--- src/rtl/stop_writer.sv ---
`timescale 1ns/1ps
// Write side of the row-stop table: latches the ball X into the row the ball sits on
// when stop is pressed, tracks filled rows, scores alignment and flags game over.
module stop_writer #(
  parameter int ROW1     = 110,
  parameter int ROW2     = 180,
  parameter int ROW3     = 250,
  parameter int ROW4     = 320,
  parameter int ROW5     = 390,
  parameter int TOL      = 16,
  parameter int LOCK_CYC = 1000
) (
  input  logic       MAX10_CLK1_50,
  input  logic       Reset,
  input  logic       clear,
  input  logic       stop_req,
  input  logic [9:0] BallX,
  input  logic [9:0] BallY,
  output logic [9:0] stopX1,
  output logic [9:0] stopX2,
  output logic [9:0] stopX3,
  output logic [9:0] stopX4,
  output logic [9:0] stopX5,
  output logic [4:0] filled,
  output logic [2:0] cur_row,
  output logic       row_done,
  output logic       miss,
  output logic       game_over
);

  typedef enum logic [1:0] {ARMED, CAPTURE, LOCKOUT, OVER} state_t;

  localparam int            CW        = (LOCK_CYC > 1) ? $clog2(LOCK_CYC) : 1;
  localparam logic [CW-1:0] LOCK_LOAD = CW'(LOCK_CYC - 1);

  state_t        state_q, state_d;
  logic [2:0]    sync_q, sync_d;
  logic [CW-1:0] cnt_q, cnt_d;
  logic [9:0]    x_q, x_d;
  logic [2:0]    k_q, k_d;
  logic [9:0]    stop_q [5];
  logic [9:0]    stop_d [5];
  logic [4:0]    filled_q, filled_d;
  logic [2:0]    cur_row_q, cur_row_d;
  logic          row_done_q, row_done_d;
  logic          miss_q, miss_d;
  logic          over_q, over_d;

  logic              press;
  logic [2:0]        row_k;
  logic              row_free;
  logic [9:0]        below_x;
  logic              below_valid;
  logic signed [10:0] diff;
  logic [10:0]       abs_d;
  logic              is_miss;

  // Rising edge of the synchronised button: sync_q[1] is the second stage, sync_q[2] its history.
  assign press = sync_q[1] & ~sync_q[2];

  always_comb begin
    row_k    = 3'd0;
    row_free = 1'b0;
    if (BallY == 10'(ROW1)) begin
      row_k = 3'd1; row_free = ~filled_q[0];
    end else if (BallY == 10'(ROW2)) begin
      row_k = 3'd2; row_free = ~filled_q[1];
    end else if (BallY == 10'(ROW3)) begin
      row_k = 3'd3; row_free = ~filled_q[2];
    end else if (BallY == 10'(ROW4)) begin
      row_k = 3'd4; row_free = ~filled_q[3];
    end else if (BallY == 10'(ROW5)) begin
      row_k = 3'd5; row_free = ~filled_q[4];
    end
  end

  // Row k is scored against row k+1; row 5 has nothing below and always hits.
  always_comb begin
    below_x     = '0;
    below_valid = 1'b0;
    case (k_q)
      3'd1: begin below_x = stop_q[1]; below_valid = filled_q[1]; end
      3'd2: begin below_x = stop_q[2]; below_valid = filled_q[2]; end
      3'd3: begin below_x = stop_q[3]; below_valid = filled_q[3]; end
      3'd4: begin below_x = stop_q[4]; below_valid = filled_q[4]; end
      default: ;
    endcase
    diff    = $signed({1'b0, x_q}) - $signed({1'b0, below_x});
    abs_d   = (diff < 0) ? 11'(-diff) : 11'(diff);
    is_miss = below_valid && (abs_d > 11'(TOL));
  end

  always_comb begin
    state_d    = state_q;
    sync_d     = {sync_q[1], sync_q[0], stop_req};
    cnt_d      = cnt_q;
    x_d        = x_q;
    k_d        = k_q;
    stop_d     = stop_q;
    filled_d   = filled_q;
    cur_row_d  = cur_row_q;
    row_done_d = 1'b0;
    miss_d     = miss_q;
    over_d     = over_q;

    case (state_q)
      ARMED: begin
        if (press && (row_k != 3'd0) && row_free) begin
          x_d     = BallX;
          k_d     = row_k;
          state_d = CAPTURE;
        end
      end
      CAPTURE: begin
        for (int i = 0; i < 5; i++) begin
          if (k_q == 3'(i + 1)) begin
            stop_d[i]   = x_q;
            filled_d[i] = 1'b1;
          end
        end
        cur_row_d  = k_q;
        row_done_d = 1'b1;
        if (is_miss) miss_d = 1'b1;
        if (is_miss || (filled_d == 5'b11111)) begin
          over_d  = 1'b1;
          state_d = OVER;
        end else begin
          cnt_d   = LOCK_LOAD;
          state_d = LOCKOUT;
        end
      end
      LOCKOUT: begin
        if (cnt_q == '0) state_d = ARMED;
        else             cnt_d   = cnt_q - 1'b1;
      end
      OVER: ;
      default: state_d = ARMED;
    endcase

    // New-game clear overrides anything decided above on the same edge.
    if (clear) begin
      state_d    = ARMED;
      sync_d     = '0;
      cnt_d      = '0;
      x_d        = '0;
      k_d        = '0;
      stop_d     = '{default: '0};
      filled_d   = '0;
      cur_row_d  = '0;
      row_done_d = 1'b0;
      miss_d     = 1'b0;
      over_d     = 1'b0;
    end
  end

  always_ff @(posedge MAX10_CLK1_50 or posedge Reset) begin
    if (Reset) begin
      state_q    <= ARMED;
      sync_q     <= '0;
      cnt_q      <= '0;
      x_q        <= '0;
      k_q        <= '0;
      stop_q     <= '{default: '0};
      filled_q   <= '0;
      cur_row_q  <= '0;
      row_done_q <= 1'b0;
      miss_q     <= 1'b0;
      over_q     <= 1'b0;
    end else begin
      state_q    <= state_d;
      sync_q     <= sync_d;
      cnt_q      <= cnt_d;
      x_q        <= x_d;
      k_q        <= k_d;
      stop_q     <= stop_d;
      filled_q   <= filled_d;
      cur_row_q  <= cur_row_d;
      row_done_q <= row_done_d;
      miss_q     <= miss_d;
      over_q     <= over_d;
    end
  end

  assign stopX1    = stop_q[0];
  assign stopX2    = stop_q[1];
  assign stopX3    = stop_q[2];
  assign stopX4    = stop_q[3];
  assign stopX5    = stop_q[4];
  assign filled    = filled_q;
  assign cur_row   = cur_row_q;
  assign row_done  = row_done_q;
  assign miss      = miss_q;
  assign game_over = over_q;

endmodule
--- config.mk ---
export PLATFORM = sky130hd
export DESIGN_NAME = stop_writer
export DESIGN_NICKNAME = d
export VERILOG_FILES = /design/src/rtl/stop_writer.sv
export SDC_FILE = /design/constraint.sdc
export NUM_CORES = 1
export LEC_CHECK = 0
export CORE_MARGIN = 4
export CORE_UTILIZATION = 40
export DETAILED_ROUTE_END_ITERATION = 10
export PLACE_DENSITY_LB_ADDON = 0.05
export SLEW_MARGIN = 20
export SYNTH_ARGS = -nofsm -noshare
export SYNTH_HDL_FRONTEND = slang
export SYNTH_SLANG_ARGS = --single-unit
export TNS_END_PERCENT = 50
--- constraint.sdc ---
create_clock -name MAX10_CLK1_50 -period 7.2 [get_ports MAX10_CLK1_50]
set_input_delay 0.72 -clock MAX10_CLK1_50 [delete_from_list [all_inputs] [get_ports MAX10_CLK1_50]]
set_output_delay 0.72 -clock MAX10_CLK1_50 [all_outputs]
set_load 0.02 [all_outputs]
# Yosys cells after proc, flatten, opt, wreduce, memory -nomap -nowiden
# Index checks and enable logic that the tools add are counted.
[op_classes]
add_sub_neg = 3
order_cmp = 2
n_eq_ne = 17
n_mux = 58
bitwise_logic = 7
n_reduce_logical = 29
[op_table]
columns = ["op", "count"]
rows = [
  ["10-bit 2-to-1 mux", 11],
  ["50-bit 2-to-1 mux", 2],
  ["10-bit case mux with 4 select lines", 1],
  ["3-bit 2-to-1 mux", 11],
  ["1-bit 2-to-1 mux", 24],
  ["10-bit by 8-bit == test with 1-bit output (second input constant)", 2],
  ["10-bit by 9-bit == test with 1-bit output (second input constant)", 2],
  ["10-bit case mux with 2 select lines", 1],
  ["2-bit nonzero test", 10],
  ["2-bit AND reduction", 8],
  ["3-bit != test (second input constant)", 4],
  ["11-bit by 5-bit > comparator with 1-bit output (second input constant)", 1],
  ["11-bit by 1-bit < comparator with 1-bit output (second input constant)", 1],
  ["11-bit 2-to-1 mux", 1],
  ["11-bit negation", 1],
  ["10-bit by 10-bit subtractor with 11-bit output", 1],
  ["10-bit by 7-bit == test with 1-bit output (second input constant)", 1],
  ["10-bit zero test", 1],
  ["5-bit 2-to-1 mux", 2],
  ["10-bit by 1-bit subtractor with 10-bit output (second input constant)", 1],
  ["3-bit by 2-bit == test with 1-bit output (second input constant)", 2],
  ["3-bit == test (second input constant)", 2],
  ["2-bit 2-to-1 mux", 3],
  ["1-bit NOT", 6],
  ["other kinds (13)", 17],
]
[totals]
ff_bits = 89
in_bits = 24
out_inout_bits = 61
wordCells = 131

# Longest topological paths before layout
[logic_depth]
depth_word = 12
depth_mapped = 18
depth_no_buf = 16

# Worst setup path after synthesis
# OpenSTA, ideal clock, no wires.
[synth_path]
path_type = "register -> register"
from = "register k_q[1]"
to = "register cnt_q[1]"
setup_ns = 0.125
arrival_time_ns = 4.172
required_time_ns = 7.075
path_slack_ns = 2.903
path_stages_with_launch = 18
path_buffers = 2
synth_period_minus_slack_ns = 4.297
path_cell_list = "dfrtp_1 > clkbuf_1 > buf_1 > mux2i_1 > o22ai_1 > ha_1 > inv_1 > fa_1 > inv_1 > ha_1 > nand2b_1 > or2_2 > a211oi_1 > o21ai_0 > a31oi_1 > a41oi_4 > o21ai_4 > mux2_4"
[synth_between]
elab_chain_len = 10
elab_cells_between_ends = 27
classes_between = "2 x add/sub; 2 x order compare; 7 x eq/ne; 13 x mux; 3 x reduce/logical"
[synth_lines]
columns = ["item", "line", "source"]
rows = [
  ["from (decl)", "40", "logic [2:0] k_q, k_d;"],
  ["from (signal assigned)", "174", "k_q <= k_d;"],
  ["3-bit == test, or another cell as far along", "81, 116", ""],
  ["10-bit case mux with 4 select lines", "81", "case (k_q)"],
  ["10-bit by 10-bit subtractor with 11-bit output", "88", "diff = $signed({1'b0, x_q}) - $signed({1'b0, below_x});"],
  ["11-bit negation or 11-bit by 1-bit < comparator with 1-bit output (tied branches)", "89", "abs_d = (diff < 0) ? 11'(-diff) : 11'(diff);"],
  ["11-bit 2-to-1 mux", "89", ""],
  ["11-bit by 5-bit > comparator with 1-bit output", "90", "is_miss = below_valid && (abs_d > 11'(TOL));"],
  ["1-bit logical AND", "90", ""],
  ["1-bit logical OR *", "124", "if (is_miss || (filled_d == 5'b11111)) begin"],
  ["3-bit != test (no line) *", "-", ""],
  ["3-bit AND reduction (no line) *", "-", ""],
  ["to (signal assigned)", "172", "cnt_q <= cnt_d;"],
  ["to (decl)", "38", "logic [CW-1:0] cnt_q, cnt_d;"],
]
# Every way passes the cells marked *; elsewhere a longest branch is shown, timed or not. The select of a mux whose other input is x is not followed.
# A chain may end at the register's enable or synchronous reset.

# Final worst setup path
[layout_path]
from = "register k_q[2]"
to = "register cnt_q[1]"
# Same word-level chain as after synthesis.

==> impl_metrics.yaml <==
cts:
  cts_tree: "yes"
  cts_resized: 0
  cts.sink_count: 89
  cts_buffers: 9
  htree_levels: 3
  post-cts-setup-buffers: 0
  clk_latency_ns: 0.35
  postCtsHoldBufs: 0
  cts_buffer_depth: 2
  path_clk_slew_ns: 0.07
  clock_tree.root_cell: "clkbuf_16"
place:
  place_area_um2: 5990
  port_buffers: 84
  place.gp.congestion: 0.890
  place_hpwl_mm: 10.6
  dp.cells: 768
synth:
  synth_top_cell_by_area: "dfrtp_1"
  synth_area_per_cell_um2: 9.28
  synth-edff-count: 0
  synth.distinct_cells: 64
  syn_nets: 578
  synth_ff_type: "dfrtp_1"
  synth_seq_cells: 89
  synth-async-reset-ratio: 1.00
  syn_inst: 541
  syn_area_um2: 5020
  yosysWarningCount: 0
  netlist_top_cells_area: "dfrtp_1, nand2_1, mux2i_1"
  yosys.area.top_type_share: 0.443
  synth-seq-area-share: 0.443
timing:
  finalSetupViolCount: 0
  fin_skew_ns: 0.00867
  tightest_slew_ns: 1.01
  slew_viol_final: 0
  rsz0062_at_grt: "false"
  relSlewSlack: 0.323
  fmax_ghz: 0.211
  whs_ns: 0.469
  hold_viol: 0
  period_minus_slack_ns: 4.74
  period_share: 0.659
  setup-tns-final_ns: 0
floorplanning:
  start_util: 0.413
  io_pins: 85
  core_area_um2: 12200
  rows: 40
  die_x_um: 120
  die-area_um2: 14400
  die_h_um: 120
setup_path:
  timing.rr.end: "cnt_q[1]$_DFFE_PP0P_"
  crit_arrival_ns: 4.99
  critPathLaunchType: "flop"
  reg2reg_slack_ns: 2.46
  worst-path-max-fanout: 12
  rr_worst_depth: 15
  critPathRequiredTime_ns: 7.44
  worstSetupPathType: "reg -> reg"
  crit_path_end_kind: "flop"
  r2r_start: "k_q[2]$_DFFE_PP0P_"
power:
  p_per_area_nw_per_um2: 163
  ir_drop_mv: 0.139
  p_leak_nw: 2.50
cells_and_area:
  synthToLayoutAreaGrowth_pct: 25.2
  final_cell_mix: "dfrtp_1, nand2_1, clkdlybuf4s50_1"
  drive_gt1_frac: 0.0633
  layout_commonest_cell: "dfrtp_1"
  final_area_um2: 6290
  layout.nets: 648
  diodes: 0
  finalNonFillerCells: 784
hold_path:
  hold_path_class: "reg -> reg"
  hold_depth: 1
  holdPathEnd: "sync_q[1]$_DFF_PP0_"
  hold_start: "sync_q[0]$_DFF_PP0_"
route:
  vias: 4531
  wl_per_cell_um: 18.8
  routed_wirelength_mm: 14.7
  drtIter0Drc: 334
  firstDrtPassIters: 7
  postRouteAntennaNets: 0
  via_per_inst: 5.78
  drc_errors: 0
job:
  maxCapViolCount: 0
global_routing:
  grt_pass1_vias: 4559
  grt_pass1_wl_mm: 24.2
  globalRouteTotalUtil: 0.211
  antenna_found_initial: 0
  grt_max_degree: 66
  gr-total-overflow: 0
status:
  run_status: "finished clean"
-- layout make-up --
| type | instances | area (um2) |
|---|---|---|
| fill | 1128 | 5870 |
| multi-input combinational | 410 | 2640 |
| sequential | 89 | 2230 |
| timing repair buffer | 87 | 858 |
| clock buffer | 9 | 225 |
| tap | 168 | 210 |
| clock inverter | 7 | 73.8 |
| inverter | 14 | 53.8 |
-- synthesized netlist by cell type, drive strengths merged (3+ instances only) --
library cell / instances
dfrtp: 89
nand2: 87
a21oi: 49
nor2: 48
mux2i: 27
clkbuf: 23
a22o: 21
o21ai: 19
inv: 14
a22oi: 12
ha: 12
nor3: 12
o22a: 12
nor2b: 9
a31oi: 7
o21a: 7
a211oi: 5
and3: 5
buf: 5
nand3: 5
o211a: 5
nand2b: 4
nor3b: 4
nor4: 4
o22ai: 4
or2: 4
mux2: 3
nand4: 3
nor4b: 3
o211ai: 3
o221a: 3
xnor2: 3
xor2: 3
-- worst max-delay path, stage by stage, from the launching register on --
cell and delay, ns:
dfrtp_1 0.48, nor2b_1 0.69, a22oi_1 0.20, o22ai_1 0.17
ha_1 0.22, inv_1 0.06, fa_1 0.44, a211oi_1 0.41
nor2_1 0.18, xnor2_2 0.32, o211a_1 0.28, a41oi_1 0.14
mux2i_1 0.24, a41oi_4 0.22, o21ai_4 0.27, mux2_4 0.31
-- kinds of logic (layout without fill, tap and decap cells) --
family	after synthesis	after routing	synth area share
compound gates	166	166	0.240
flops	89	89	0.443
fa+ha+maj	13	13	0.0339
buf+inv	42	117	0.0319
mux	30	30	0.0613
xor+xnor	6	6	0.0120
simple gates	195	195	0.177
-- flip-flops by register name, indices dropped and copies added, names as in the netlist, 2 cells and up --
signal,cells
stopX3,10
sync_q,3
state_q,2
stopX1,10
stopX4,10
x_q,10
stopX2,10
stopX5,10
cur_row,3
cnt_q,10
k_q,3
filled,5
-- through the flow --
stage | utilization | total power, mW | setup slack, ns
after CTS | 0.517 | 1.04 | 2.44
after detailed placement | 0.492 | 0.566 | 2.45
after global routing | 0.517 | 1.06 | 2.02
final | 0.517 | 1.02 | 2.46
after global placement | 0.492 | 0.565 | 2.60
after floorplan | - | 0.542 | 2.90
-- report_power, final --
part	switching [mW]	internal [mW]	total, mW
registers	0.00241	0.502	0.505
clock network	0.224	0.244	0.468
logic	0.0311	0.0197	0.0508
-- layer usage --
layer,global-route usage,wire length [um],up-vias
met4,0.0673,239,0
met3,0.0509,822,25
met2,0.328,6780,136
li1,-,-,2129
met5,0,0,-
met1,0.290,6890,2241
-- worst max-delay path by stage --
stage / start / endpoint / slack (ns) / depth (start not counted)
global placement: k_q[2]$_DFFE_PP0P_ / cnt_q[1]$_DFFE_PP0P_ / 2.60 / 15
detailed placement: k_q[2]$_DFFE_PP0P_ / cnt_q[1]$_DFFE_PP0P_ / 2.45 / 15
global route: k_q[2]$_DFFE_PP0P_ / cnt_q[1]$_DFFE_PP0P_ / 2.02 / 15
finish: k_q[2]$_DFFE_PP0P_ / cnt_q[1]$_DFFE_PP0P_ / 2.46 / 15
CTS: k_q[2]$_DFFE_PP0P_ / cnt_q[1]$_DFFE_PP0P_ / 2.44 / 15
floorplan: k_q[1]$_DFFE_PP0P_ / cnt_q[1]$_DFFE_PP0P_ / 2.90 / 17
No activity file was read; power rests on OpenSTA's default activity.
